<file path="config.mk">
export PLATFORM = sky130hd
export DESIGN_NAME = poly_chord_player
export DESIGN_NICKNAME = d
export VERILOG_FILES = /design/src/rtl/poly_chord_player.sv
export SDC_FILE = /design/constraint.sdc
export NUM_CORES = 1
export LEC_CHECK = 0
export BUFFER_PORTS_ARGS = -buffer_cell sky130_fd_sc_hd__buf_2
export CAP_MARGIN = 20
export CORE_MARGIN = 1.5
export CORE_UTILIZATION = 60
export CTS_CLUSTER_DIAMETER = 60
export DETAILED_ROUTE_END_ITERATION = 6
export HOLD_SLACK_MARGIN = 0.1
export PLACE_DENSITY_LB_ADDON = 0.2
export SYNTH_ARGS = -nofsm -noshare
export SYNTH_HDL_FRONTEND = slang
export SYNTH_SLANG_ARGS = --single-unit
</file>
<file path="constraint.sdc">
create_clock -name clk -period 11.2 [get_ports clk]
set_input_delay 0.56 -clock clk [delete_from_list [all_inputs] [get_ports clk]]
set_output_delay 0.56 -clock clk [all_outputs]
set_load 0.01 [all_outputs]
</file>
<file path="src/rtl/poly_chord_player.sv">
// Polyphonic chord player: voice allocation, beat-driven note durations
// and a saturating mixer of the per-voice sample streams.
module poly_chord_player #(
   parameter int NUM_VOICES   = 4,
   parameter int NOTE_WIDTH   = 6,
   parameter int DUR_WIDTH    = 6,
   parameter int SAMPLE_WIDTH = 16,
   parameter bit STEAL_EN     = 1'b0
) (
   input  logic                               clk,
   input  logic                               reset,
   input  logic                               play_enable,
   input  logic [NOTE_WIDTH-1:0]              note_to_load,
   input  logic [DUR_WIDTH-1:0]               duration,
   input  logic                               load_new_note,
   input  logic                               advance,
   input  logic                               beat,
   input  logic [NUM_VOICES*SAMPLE_WIDTH-1:0] voice_sample,
   input  logic [NUM_VOICES-1:0]              voice_ready,
   output logic [NUM_VOICES*NOTE_WIDTH-1:0]   voice_note,
   output logic [NUM_VOICES-1:0]              voice_load,
   output logic [NUM_VOICES-1:0]              voice_done,
   output logic                               advance_done,
   output logic                               all_done,
   output logic [SAMPLE_WIDTH-1:0]            mix_sample,
   output logic                               sample_ready,
   output logic [7:0]                         drop_count
);

   localparam int NV = NUM_VOICES;
   localparam int SW = SAMPLE_WIDTH;
   localparam int IW = (NV > 1) ? $clog2(NV) : 1;
   localparam int AW = SW + 4;

   localparam logic signed [AW-1:0] MAXV = {{5{1'b0}}, {(SW-1){1'b1}}};
   localparam logic signed [AW-1:0] MINV = {{5{1'b1}}, {(SW-1){1'b0}}};

   logic [NV-1:0][DUR_WIDTH-1:0]  cnt_q, cnt_d;
   logic [DUR_WIDTH-1:0]          timer_q, timer_d;
   logic [NV-1:0][NOTE_WIDTH-1:0] note_q, note_d;
   logic [NV-1:0]                 load_q, load_d;
   logic [NV-1:0][SW-1:0]         latch_q, latch_d;
   logic [NV-1:0]                 flag_q, flag_d;
   logic [SW-1:0]                 mix_q, mix_d;
   logic                          srdy_q, srdy_d;
   logic [7:0]                    drop_q, drop_d;

   logic                   idle_found;
   logic [IW-1:0]          idle_idx;
   logic [IW-1:0]          min_idx;
   logic [DUR_WIDTH-1:0]   min_val;
   logic [IW-1:0]          sel;
   logic                   take;
   logic                   tick;
   logic signed [AW-1:0]   acc;
   logic [SW-1:0]          sat;

   // Victim search uses start-of-cycle counts; lowest index wins ties.
   always_comb begin
      idle_found = 1'b0;
      idle_idx   = '0;
      for (int i = NV - 1; i >= 0; i--) begin
         if (cnt_q[i] == '0) begin
            idle_found = 1'b1;
            idle_idx   = IW'(i);
         end
      end
      min_idx = '0;
      min_val = cnt_q[0];
      for (int i = 1; i < NV; i++) begin
         if (cnt_q[i] < min_val) begin
            min_idx = IW'(i);
            min_val = cnt_q[i];
         end
      end
   end

   always_comb begin
      acc = '0;
      for (int i = 0; i < NV; i++) begin
         if (cnt_q[i] != '0)
            acc = acc + AW'(signed'(latch_q[i]));
      end
      if (acc > MAXV)
         sat = MAXV[SW-1:0];
      else if (acc < MINV)
         sat = MINV[SW-1:0];
      else
         sat = acc[SW-1:0];
   end

   always_comb begin
      cnt_d   = cnt_q;
      timer_d = timer_q;
      note_d  = note_q;
      load_d  = '0;
      latch_d = latch_q;
      flag_d  = flag_q;
      mix_d   = mix_q;
      srdy_d  = 1'b0;
      drop_d  = drop_q;
      sel     = idle_found ? idle_idx : min_idx;
      take    = idle_found || STEAL_EN;
      tick    = beat && (timer_q != '0);
      if (play_enable) begin
         if (tick) begin
            timer_d = timer_q - 1'b1;
            for (int i = 0; i < NV; i++) begin
               if (cnt_q[i] != '0)
                  cnt_d[i] = cnt_q[i] - 1'b1;
            end
         end
         if (load_new_note) begin
            if (advance) begin
               timer_d = duration;
            end else if (duration != '0) begin
               if (take) begin
                  cnt_d[sel]  = duration;
                  note_d[sel] = note_to_load;
                  load_d[sel] = 1'b1;
               end else if (drop_q != 8'hFF) begin
                  drop_d = drop_q + 8'd1;
               end
            end
         end
         if (&flag_q) begin
            mix_d  = sat;
            srdy_d = 1'b1;
            flag_d = '0;
         end
         // A ready in the clearing cycle re-arms its flag for the next round.
         for (int i = 0; i < NV; i++) begin
            if (voice_ready[i]) begin
               latch_d[i] = voice_sample[i*SW +: SW];
               flag_d[i]  = 1'b1;
            end
         end
      end
   end

   always_ff @(posedge clk) begin
      if (!reset) begin
         cnt_q   <= '0;
         timer_q <= '0;
         note_q  <= '0;
         load_q  <= '0;
         latch_q <= '0;
         flag_q  <= '0;
         mix_q   <= '0;
         srdy_q  <= 1'b0;
         drop_q  <= '0;
      end else begin
         cnt_q   <= cnt_d;
         timer_q <= timer_d;
         note_q  <= note_d;
         load_q  <= load_d;
         latch_q <= latch_d;
         flag_q  <= flag_d;
         mix_q   <= mix_d;
         srdy_q  <= srdy_d;
         drop_q  <= drop_d;
      end
   end

   always_comb begin
      for (int i = 0; i < NV; i++)
         voice_done[i] = (cnt_q[i] == '0);
   end

   assign voice_note   = note_q;
   assign voice_load   = load_q;
   assign advance_done = (timer_q == '0);
   assign all_done     = (&voice_done) && advance_done;
   assign mix_sample   = mix_q;
   assign sample_ready = srdy_q;
   assign drop_count   = drop_q;

endmodule

</file>
* Word-level counts from Yosys, hierarchy flattened
Cells that the tools add are included.
** Word-level totals
- Input port bits :: 86
- Bits in registers :: 151
- Word-level logic and storage cells :: 122
- Output and inout port bits :: 59
** Cells by class
- Reductions and logical operators :: 33
- Eq/ne operators :: 1
- Add/subtract/negate cells :: 9
- Magnitude comparators :: 7
- Muxes and demuxes :: 45
- Bitwise logic cells :: 6
** Operator list (number)
- 2-to-1 mux 24 bit :: 6
- 2-to-1 mux 20 bit :: 4
- adder 20 x 16 -> 20 bit :: 3
- 2-to-1 mux 6 bit :: 10
- bitwise mux 24 bit :: 2
- nonzero test 6 bit :: 6
- 2-to-1 mux 16 bit :: 2
- logical NOT 6 bit :: 5
- subtractor 6 x 1 -> 6 bit (second input constant) :: 5
- greater-than comparator 20 x 16 -> 1 bit (second input constant) :: 1
- < comparator 20 x 16 -> 1 bit (second input constant) :: 1
- < comparator 6 bit :: 3
- AND reduction 2 bit :: 9
- 2-to-1 mux 2 bit :: 7
- demux 6 bit (select 2 bit) :: 1
- 2-to-1 mux 1 bit :: 11
- AND reduction 5 bit :: 2
- adder 8 x 1 -> 8 bit (second input constant) :: 1
- inequality test 8 bit (second input constant) :: 1
- AND reduction 4 bit :: 2
- nonzero test 2 bit :: 4
- NOT 1 bit :: 6
- AND reduction 6 bit :: 1
- OR reduction 6 bit :: 1
- other kinds (5) :: 7

* Logic depth before layout (Yosys ltp)
- Depth in word-level cells :: 16
- Gate-level depth with buffers :: 39
- Depth with buffers taken out :: 35

* Worst setup path after synthesis
Ideal clock, no wire load.
- Path type :: register to register
- Start point :: register cnt_q[0] (netlist name)
- End point :: register mix_q[11], in the netlist mix_sample[11]
- Data arrival time :: 7.359 ns
- Required time :: 11.127 ns
- Stages on the path, launching flop included :: 38
- Period minus slack after synthesis :: 7.432 ns
- Library setup time :: 0.073 ns
- Path buffers :: 4
- Slack :: 3.768 ns
- Cell sequence :: dfxtp_1 inv_1 ha_1 nor2b_1 nand2_1 clkbuf_1 clkbuf_1 nand2_1 inv_1 ha_1 fa_1 a21oi_1 nor2_1 o41a_1 o21ai_0 a21oi_1 o21a_1 o21a_1 [2 not listed] a21o_1 a31o_2 a31o_1 a21o_1 o21ai_0 and2_1 o21ai_0 ha_1 or3_1 or3_1 buf_6 a41o_1 o21bai_1 o211ai_2 mux2i_2 o21ai_2 buf_6 o22ai_2
** Between the ends
- Longest elaborated chain between the ends :: 11
- Elaborated cells between the ends (all ways) :: 12
- Classes of those cells :: add/sub (3); order compare (2); mux (6); reduce/logical (1)
** RTL lines
- start: declaration :: RTL line 38 : logic [NV-1:0][DUR_WIDTH-1:0] cnt_q, cnt_d;
- start signal: assignment :: RTL line 153 : cnt_q <= cnt_d;
- nonzero test 6 bit * :: RTL line 81 : if (cnt_q[i] != '0)
- 2-to-1 mux 20 bit * :: RTL line 81
- adder 20 x 16 -> 20 bit :: RTL line 82 : acc = acc + AW'(signed'(latch_q[i]));
- 2-to-1 mux 20 bit * :: RTL line 81
- adder 20 x 16 -> 20 bit :: RTL line 82
- 2-to-1 mux 20 bit * :: RTL line 81
- adder 20 x 16 -> 20 bit :: RTL line 82
- 2-to-1 mux 20 bit * :: RTL line 81
- < comparator 20 x 16 -> 1 bit :: RTL line 86 : else if (acc < MINV)
- 2-to-1 mux 16 bit :: RTL line 86
- 2-to-1 mux 16 bit * :: RTL line 84 : if (acc > MAXV)
- end signal: assignment :: RTL line 159 : mix_q <= mix_d;
- end: declaration :: RTL line 44 : logic [SW-1:0] mix_q, mix_d;
Every way passes the cells marked *; elsewhere a longest branch is shown, timed or not.
A chain may end at the register's enable or synchronous reset.

* Worst setup path in the final report
- Start point :: register cnt_q[0] (netlist name)
- End point :: register mix_q[0], in the netlist mix_sample[0]
The elaborated chain is that of the path after synthesis.

==> out/qor.yml <==
sta:
  tns_ps: 0
  period_share_pct: 78.7
  grt_setup_unrepaired: "false"
  max-slew-margin-rel_pct: 37.7
  worst_pin_slew_ps: 931
  finalHoldViolations: 0
  fin_worst_skew_ps: 10.6
  fin_ws_ps: 2390
  setup_viol: 0
  drv_slew: 0
  period_minus_slack_ps: 8810
  fmax_mhz: 113
worst_setup_path:
  slowest_delay_ps: 710
  crit_required_ps: 11480
  cp_max_fo: 20
  cp.arrival_ps: 9090
  crit_slowest_cell: "o21ai_2"
  cp-end-kind: "flip-flop"
  rrSetupSlack_ps: 2390
  path_buf_inv: 2
  cp_top_family: "compound AO/OA/AOI/OAI gates"
  critPathLaunchType: "flip-flop"
  worstSetupPathType: "flip-flop to flip-flop"
  cpMostUsedCell: "a21oi_1"
logic_synthesis:
  yosys_register_bits: 151
  syn_avg_cell_area_sq_um: 7.43
  synth_edf_count: 0
  yosysSeqAreaShare_pct: 30.2
  synth_nets: 1502
  synthFlopType: "dfxtp_1"
  syn-cell-area_sq_um: 10000
  synthTopCellsByArea: "dfxtp_1, nand2_1, a21oi_1, ha_1, nor2_1"
  synthArstFlopShare_pct: 0
  synth.top_cell.area_share_pct: 30.2
  yosys.area.top_type: "dfxtp_1"
  yosysWarningCount: 0
  yosys.cell_types.count: 79
  syn_inst: 1350
final_layout:
  final_cell_mix: "nand2_1, a21oi_1, dfxtp_1"
  layout_commonest_cell: "nand2_1"
  syn2layout_area_growth_pct: 14.0
  n_antenna_cell: 0
  fill_cells: 1415
  nets: 1605
  drive_above_1_share_pct: 15.2
  utilization_pct: 69.4
placed_design:
  portBuffers: 144
  place_congestion: 0.964
  post-dp-hpwl_mm: 20.8
  pre_cts_slack_ps: 2620
cts:
  cts_hold_buf: 0
  cts_tree: "built"
  cts_max_level: 4
  cts_resized: 0
  cts_buffer_depth: 2
  cts_root_buf: "clkbuf_16"
  cts_num_sinks: 151
  post_cts_buffers: 0
  path_clk_slew_ps: 70
  numCtsBuffers: 17
  insertion_delay_ps: 440
drt:
  ant_nets: 0
  wl_per_cell_um: 17.0
  drt_first_pass_iters: 5
  wl_mm: 28.6
  drc: 0
  vias: 10295
  drt_iter0_drc: 727
  routed_via_density: 6.11
floorplanning:
  rows: 47
  start_util_pct: 60.9
  die_area_sq_um: 17500
  die_w_um: 132
  die_h_um: 132
  ios: 145
  core_sq_um: 16500
global_routing:
  overflow: 0
  grt_util_all_layers_pct: 32.7
  grt_max_degree: 74
  first_global_vias: 9625
  grt_pass1_wl_mm: 46.9
  antenna_found_initial: 0
power_and_ir_drop:
  p_clk_share_pct: 31.7
  vdd_drop_max_v: 0.000125
  p_switching_uw: 749
  p_leak_uw: 0.00490
  p_seq_share_pct: 30.2
  p_comb_share_pct: 38.1
  powerDensity_nw_per_um2: 170
  switching_share_pct: 38.6
  internal-power_uw: 1190
run_status:
  status: "completed"
run:
  timing.max_cap.violations: 0
worst_hold_path:
  hold_path.class: "input port to flip-flop"
[stage by stage]
stage	hold slack [ps]	instance area (sq um)	total power [uW]	std cells
detailed placement	443	10800	1320	1654
CTS	346	11400	1930	1685
global route	354	11400	2040	1685
floorplan	432	10000	1140	1350
global placement	440	10800	1310	1654
finish	348	11400	1940	1685
[metal layers]
layer,global-route usage (%),wire length (um),vias up
met5,0,0,-
met4,14.7,1040,0
met3,4.81,1780,49
met2,54.9,13200,367
met1,41.7,12500,4825
li1,-,-,5054
[synthesized netlist by cell type, types with 3 or more instances]
cell       instances
nand2_1          244
a21oi_1          166
dfxtp_1          151
nor2_1           109
o21ai_0           76
ha_1              63
clkbuf_1          59
nand3_1           52
inv_1             44
nor3_1            30
a21o_1            24
and2_1            23
xnor2_1           21
a211oi_1          17
xor2_1            16
a22oi_1           13
nand2b_1          12
or3_1             12
a22o_1            11
and3_1            11
nand4_1           11
mux2i_1           10
o21bai_1          10
o22ai_1           10
o22ai_2           10
o31ai_1           10
a221oi_1           9
a31oi_1            8
nor2b_1            7
nor4_1             7
o211ai_1           6
o21a_1             6
or2_2              6
a2bb2oi_1          5
buf_1              5
mux2_2             4
o311ai_0           4
a211o_1            3
a21bo_2            3
a221o_1            3
buf_6              3
fa_1               3
o21ai_1            3
o41a_1             3
[worst paths after layout]
| check | from | endpoint | cells past startpoint |
|---|---|---|---|
| setup / recovery | cnt_q[0]$_SDFFE_PN0P_ | mix_sample[0]$_SDFFE_PN0P_ | 35 |
| hold reg to reg | voice_note[14]$_SDFFE_PN0P_ | voice_note[14]$_SDFFE_PN0P_ | 2 |
| hold / removal | voice_sample[0] | latch_q[0]$_SDFFE_PN0P_ | 3 |
| setup reg to reg | cnt_q[0]$_SDFFE_PN0P_ | mix_sample[0]$_SDFFE_PN0P_ | 35 |
[kinds of logic after synthesis]
logic type | share of synthesized area (%)
AO/OA/AOI/OAI | 28.1
AND/OR/NAND/NOR | 24.0
adder cells (fa/ha/maj) | 8.46
multiplexers | 1.58
flip-flops | 30.2
XOR/XNOR | 3.23
buffers and inverters | 4.48
[cell type report]
type | count | area, sq um | share of cell area, %
Clock buffer | 18 | 439 | 3.84
Clock inverter | 13 | 184 | 1.61
Inverter | 44 | 168 | 1.47
Multi-Input combinational cell | 1086 | 6550 | 57.3
Sequential cell | 151 | 3020 | 26.4
Tap cell | 220 | 275 | 2.41
Timing Repair Buffer | 153 | 788 | 6.90
[sequential cells by signal, summed over array words and instances, names as in the netlist]
register      count
cnt_q            24
drop_count        8
flag_q            4
latch_q          64
mix_sample       16
sample_ready      1
timer_q           6
voice_load        4
voice_note       24
[worst min-delay path: cells and delay by family]
kind | cells | cell delay [ps]
buffers and inverters | 1 | 90
AOI/OAI and AO/OA | 1 | 50
and+or+nand+nor | 1 | 40
[power groups by stage]
stage	logic, uW	clock network, uW	registers (uW)
after global routing	811	639	590
after detailed placement	723	0	598
after CTS	729	619	586
after global placement	708	0	597
after floorplan	551	0	592
final	739	615	587
(Power assumes the default switching activity.)
